[config.mk]
export PLATFORM = sky130hd
export DESIGN_NAME = fetch_unit_flat
export DESIGN_NICKNAME = d
export VERILOG_FILES = /design/src/rtl/fetch_unit_if.sv /design/src/rtl/fetch_unit.sv /design/src/flat_wrapper.sv
export SDC_FILE = /design/constraint.sdc
export NUM_CORES = 1
export LEC_CHECK = 0
export BUFFER_PORTS_ARGS = -buffer_cell sky130_fd_sc_hd__buf_2
export CAP_MARGIN = 20
export CORE_UTILIZATION = 56
export DETAILED_ROUTE_END_ITERATION = 8
export PLACE_DENSITY = 0.86
export SYNTH_ARGS = -nofsm -noshare
export SYNTH_HDL_FRONTEND = slang
export SYNTH_SLANG_ARGS = --single-unit
[constraint.sdc]
create_clock -name clk -period 4.37 [get_ports clk]
set_clock_uncertainty 0.15 [all_clocks]
set_input_delay 0.2185 -clock clk [delete_from_list [all_inputs] [get_ports clk]]
set_output_delay 0.2185 -clock clk [all_outputs]
set_load 0.1 [all_outputs]
[src/rtl/fetch_unit_if.sv]
// Instruction-memory request/response bus between the fetch unit and imem.
interface fetch_unit_if;
    logic        imem_req;
    logic [15:0] imem_addr;
    logic        imem_gnt;
    logic        imem_rvalid;
    logic [31:0] imem_rdata;

    modport master (
        output imem_req,
        output imem_addr,
        input  imem_gnt,
        input  imem_rvalid,
        input  imem_rdata
    );

    modport slave (
        input  imem_req,
        input  imem_addr,
        output imem_gnt,
        output imem_rvalid,
        output imem_rdata
    );
endinterface

[src/rtl/fetch_unit.sv]
// Instruction fetch stage: one outstanding imem request, IF/ID register,
// one-word skid buffer for responses that land while decode is stalled.
//
//   state | meaning
//   ------+--------------------------------------------------------------
//   ISSUE | request pc_f on the bus, waiting for a grant
//   WAIT  | granted, waiting for read data to move into IF/ID
//   BUF   | data arrived during a stall, parked in buf_q until release
//   DROP  | redirected while a request is in flight; next rvalid is stale
module fetch_unit #(
    parameter logic [15:0] RESET_PC  = 16'h0000,
    parameter logic [31:0] NOP_INSTR = 32'h00000013
) (
    input  logic                clk,
    input  logic                reset,
    input  logic                pc_write_zero,
    input  logic                IF_pipeline_write_zero,
    input  logic                branch_taken,
    input  logic [15:0]         dest_pc,
    fetch_unit_if.master        imem,
    output logic [31:0]         instr_D,
    output logic [15:0]         pc_D,
    output logic                valid_D
);

    typedef enum logic [1:0] {
        S_ISSUE = 2'd0,
        S_WAIT  = 2'd1,
        S_BUF   = 2'd2,
        S_DROP  = 2'd3
    } state_t;

    state_t      state_q;
    state_t      state_d;
    logic [15:0] pc_f;
    logic [31:0] buf_q;
    logic        stall;
    logic        redir;
    logic        transfer;
    logic        capture;
    logic [31:0] xfer_word;
    logic [15:0] dest_aligned;

    assign stall        = pc_write_zero | IF_pipeline_write_zero;
    assign redir        = branch_taken & ~stall;
    assign dest_aligned = dest_pc & 16'hFFFC;

    // Request is only raised in ISSUE; suppressed while reset is held.
    assign imem.imem_req  = (state_q == S_ISSUE) & ~reset;
    assign imem.imem_addr = pc_f;

    // Next-state selection plus transfer/capture strobes for the datapath.
    always_comb begin
        state_d   = state_q;
        transfer  = 1'b0;
        capture   = 1'b0;
        xfer_word = imem.imem_rdata;
        case (state_q)
            S_ISSUE: begin
                if (imem.imem_gnt) begin
                    state_d = redir ? S_DROP : S_WAIT;
                end
            end
            S_WAIT: begin
                if (redir) begin
                    state_d = imem.imem_rvalid ? S_ISSUE : S_DROP;
                end else if (imem.imem_rvalid) begin
                    if (stall) begin
                        capture = 1'b1;
                        state_d = S_BUF;
                    end else begin
                        transfer = 1'b1;
                        state_d  = S_ISSUE;
                    end
                end
            end
            S_BUF: begin
                if (redir) begin
                    state_d = S_ISSUE;
                end else if (!stall) begin
                    transfer  = 1'b1;
                    xfer_word = buf_q;
                    state_d   = S_ISSUE;
                end
            end
            S_DROP: begin
                if (imem.imem_rvalid) begin
                    state_d = S_ISSUE;
                end
            end
            default: state_d = S_ISSUE;
        endcase
    end

    // State register; reset abandons any in-flight request.
    always_ff @(posedge clk) begin
        if (reset) begin
            state_q <= S_ISSUE;
        end else begin
            state_q <= state_d;
        end
    end

    // PC, skid buffer and IF/ID register; redirect outranks transfer.
    always_ff @(posedge clk) begin
        if (reset) begin
            pc_f    <= RESET_PC;
            buf_q   <= '0;
            instr_D <= NOP_INSTR;
            pc_D    <= 16'h0000;
            valid_D <= 1'b0;
        end else begin
            if (capture) begin
                buf_q <= imem.imem_rdata;
            end
            if (redir) begin
                pc_f    <= dest_aligned;
                instr_D <= NOP_INSTR;
                pc_D    <= dest_aligned;
                valid_D <= 1'b0;
            end else if (transfer) begin
                instr_D <= xfer_word;
                pc_D    <= pc_f;
                valid_D <= 1'b1;
                pc_f    <= pc_f + 16'd4;
            end else if (!stall) begin
                instr_D <= NOP_INSTR;
                valid_D <= 1'b0;
            end
        end
    end

endmodule

[src/flat_wrapper.sv]
// flat-port wrapper written by rule: the top's interface ports become plain ports
module fetch_unit_flat 
#(
    parameter logic [15:0] RESET_PC  = 16'h0000,
    parameter logic [31:0] NOP_INSTR = 32'h00000013
)
  (clk, reset, pc_write_zero, IF_pipeline_write_zero, branch_taken, dest_pc, instr_D, pc_D, valid_D, imem_imem_req, imem_imem_addr, imem_imem_gnt, imem_imem_rvalid, imem_imem_rdata);
  fetch_unit_if imem_i ();
  input  logic clk;
  input  logic reset;
  input  logic pc_write_zero;
  input  logic IF_pipeline_write_zero;
  input  logic branch_taken;
  input  logic [15:0] dest_pc;
  output logic [31:0] instr_D;
  output logic [15:0] pc_D;
  output logic valid_D;
  output wire logic [$bits(imem_i.imem_req)-1:0] imem_imem_req;
  output wire logic [$bits(imem_i.imem_addr)-1:0] imem_imem_addr;
  input wire logic [$bits(imem_i.imem_gnt)-1:0] imem_imem_gnt;
  input wire logic [$bits(imem_i.imem_rvalid)-1:0] imem_imem_rvalid;
  input wire logic [$bits(imem_i.imem_rdata)-1:0] imem_imem_rdata;
  assign imem_imem_req = imem_i.imem_req;
  assign imem_imem_addr = imem_i.imem_addr;
  assign imem_i.imem_gnt = imem_imem_gnt;
  assign imem_i.imem_rvalid = imem_imem_rvalid;
  assign imem_i.imem_rdata = imem_imem_rdata;
  fetch_unit #(.RESET_PC(RESET_PC), .NOP_INSTR(NOP_INSTR)) u_core (.clk(clk), .reset(reset), .pc_write_zero(pc_write_zero), .IF_pipeline_write_zero(IF_pipeline_write_zero), .branch_taken(branch_taken), .dest_pc(dest_pc), .imem(imem_i), .instr_D(instr_D), .pc_D(pc_D), .valid_D(valid_D));
endmodule
==> results.ini <==
[sta]
clock.fmax_ghz=0.342
setup_viol=0
fin_crit_ns=2.92
hold_viol_final=0
worst_slew_pin_slew_ns=0.955
timing.hold.ws_ns=0.0199
drv_slew=0
setup_ws_ns=1.45
relSlewSlack_pct=36.4
rsz0062_at_grt=no
final.period_utilization_pct=66.8
setup-tns-final_ns=0

[clock_network]
clkTransAtPathRegs_ns=0.09
cts_made_buffers=9
htree_levels=3
cts.path.max_buffers=2
post_cts_resized=0
cts-root-buf=clkbuf_8
clock_sinks=95
clock_latency_ns=0.35
cts_tree=yes

[global_route]
grt_pass1_vias=3851
grt_pass1_wl_microns=17800
grt_overflow=0
grt_max_degree=61
antenna_found_initial=0
grt_usage_pct=28.7

[yosys]
syn_area_sq_um=4260
yosys_warnings=0
yosysSeqAreaShare_pct=44.7
yosys_most_used_dff=dfxtp_1
synth_edf_count=0
synthCells=490
syn_area_per_cell_sq_um=8.68
async_flop_share_pct=0
ys_ff_latch=95
ys_types=49

[place]
routabilityCongestion=0.859
dp_hpwl_microns=6990
dpl.cell_count=671
portBuffers=114
pre_cts_ws_ns=1.48

[setup_path]
worstSetupEndpointType=flop
worstRegToRegCells=6
path_max_fanout=48
start_kind=flop
crit_chain=inv_1 -> ha_1 -> nor4b_4 -> and2_2 -> nand2_1 -> o221a_2
required_ns=4.46
critPathArrivalTime_ns=3.01
path_class=reg -> reg
cpMaxStageDelayCell=and2_2
reg2reg_slack_ns=1.45
critPathMaxStageDelay_ns=0.87

[worst_hold_path]
min_path_cells=3
holdCritPathClass=in -> reg

[die]
die_w_microns=89.2
rows=31
coreArea_sq_um=7290
io_pins=121
start_util_pct=58.4
die_h_microns=89.2
die-area_sq_um=7950

[power_and_ir_drop]
pwr_density_cell_nw_per_um2=431
ir_worst_vdd_v=0.000308
cellLeakagePower_nw=2.18

[cells_and_area]
fin_nets=679
final_cells=720
area_growth_pct=25.8
final_cell_mix=buf_2, nand2_1, dfxtp_1
drive_gt1_share_pct=28.7
diodes=0
mostFrequentLayoutCell=buf_2

[routing]
drt_first_pass_iters=5
drt_iter0_drc=265
antenna_left=0
routed_wl_microns=11100
drc=0
viasPerCell=5.72
wire_per_inst_microns=15.5
vias=4116

[job]
maxCapViolations=0

[status]
status=finished, final reports clean

## critical path, delay by kind of cell (launching register included)
kind | cells | cell delay, ns
adder cells (fa/ha/maj) | 1 | 0.34
buffers and inverters | 1 | 0.11
AO/OA/AOI/OAI | 1 | 0.32
AND/OR/NAND/NOR | 3 | 1.50
flip-flops | 1 | 0.39
## final cells by class
cell class                 count  area [sq um]
inverter                       5          18.8
clock inverter                 5          83.8
fill                         555          1940
tap                           99           124
clock buffer                   9           124
timing repair buffer         155           987
sequential                    95          1900
multi-input combinational    352          2110
## stage by stage
step	cell area (sq um)	util (%)	power, mW
2_1_floorplan	4270	-	1.55
3_3_place_gp	4770	65.4	1.65
3_5_place_dp	4780	65.5	1.67
4_1_cts	5330	73.0	2.30
5_1_grt	5350	73.4	2.41
6_report	5350	73.4	2.31
## synth_stat cells (all sizes together) (4+ instances only)
cell,number,share of area [%]
dfxtp,95,45
a211oi,7,1.2
inv,5,0.44
mux2,32,8.5
a21oi,50,5.9
buf,13,1.9
clkbuf,28,3.6
nor2,48,4.2
ha,6,1.8
nand2,97,8.6
a311oi,4,0.82
nand3,8,0.94
a22oi,41,7.2
## flip-flops by register name, indices dropped and copies added (netlist names)
signal and cells:
u_core.instr_D 32, u_core.valid_D 1, u_core.pc_D 14, u_core.state_q 2, u_core.buf_q 32, u_core.imem.imem_addr 14
## final timing paths
check                    start                       end
min                dest_pc[13]           u_core.pc_D[13]
max          u_core.state_q[0]  u_core.imem.imem_addr[7]
max reg2reg  u_core.state_q[0]  u_core.imem.imem_addr[7]
min reg2reg     u_core.pc_D[6]            u_core.pc_D[6]
## metal layers
layer | GRT usage (%) | part of all wire (%) | up-vias
met1 | 34.9 | 42 | 1978
li1 | - | - | 1970
met2 | 49.8 | 51 | 156
met4 | 10.7 | 1.0 | 0
met3 | 6.56 | 5.7 | 12
met5 | 0 | 0 | -
## where the power goes
part,switching (mW),total [mW],leakage [nW],internal (mW)
clock,0.302,0.621,0.0978,0.318
combinational,0.464,0.725,1.31,0.261
sequential,0.0392,0.962,0.770,0.923
## kinds of logic (layout without fill, tap and decap cells)
kind of cell / after synthesis / count (layout) / synth area share, %
flops: 95 / 95 / 44.7
compound gates: 125 / 125 / 19.4
xor+xnor: 3 / 3 / 0.618
mux: 32 / 32 / 8.47
buf+inv: 46 / 174 / 6.00
other cells: 1 / 4 / 0.0881
fa+ha+maj: 6 / 6 / 1.76
simple gates: 182 / 182 / 18.9
## timing repair
item / 4_1_cts / 5_1_grt
hold buffers: 34 / 0
buffers inserted: 0 / 0
endpoints found under the hold margin: 35 / 0
No activity file was read; power rests on OpenSTA's default activity.
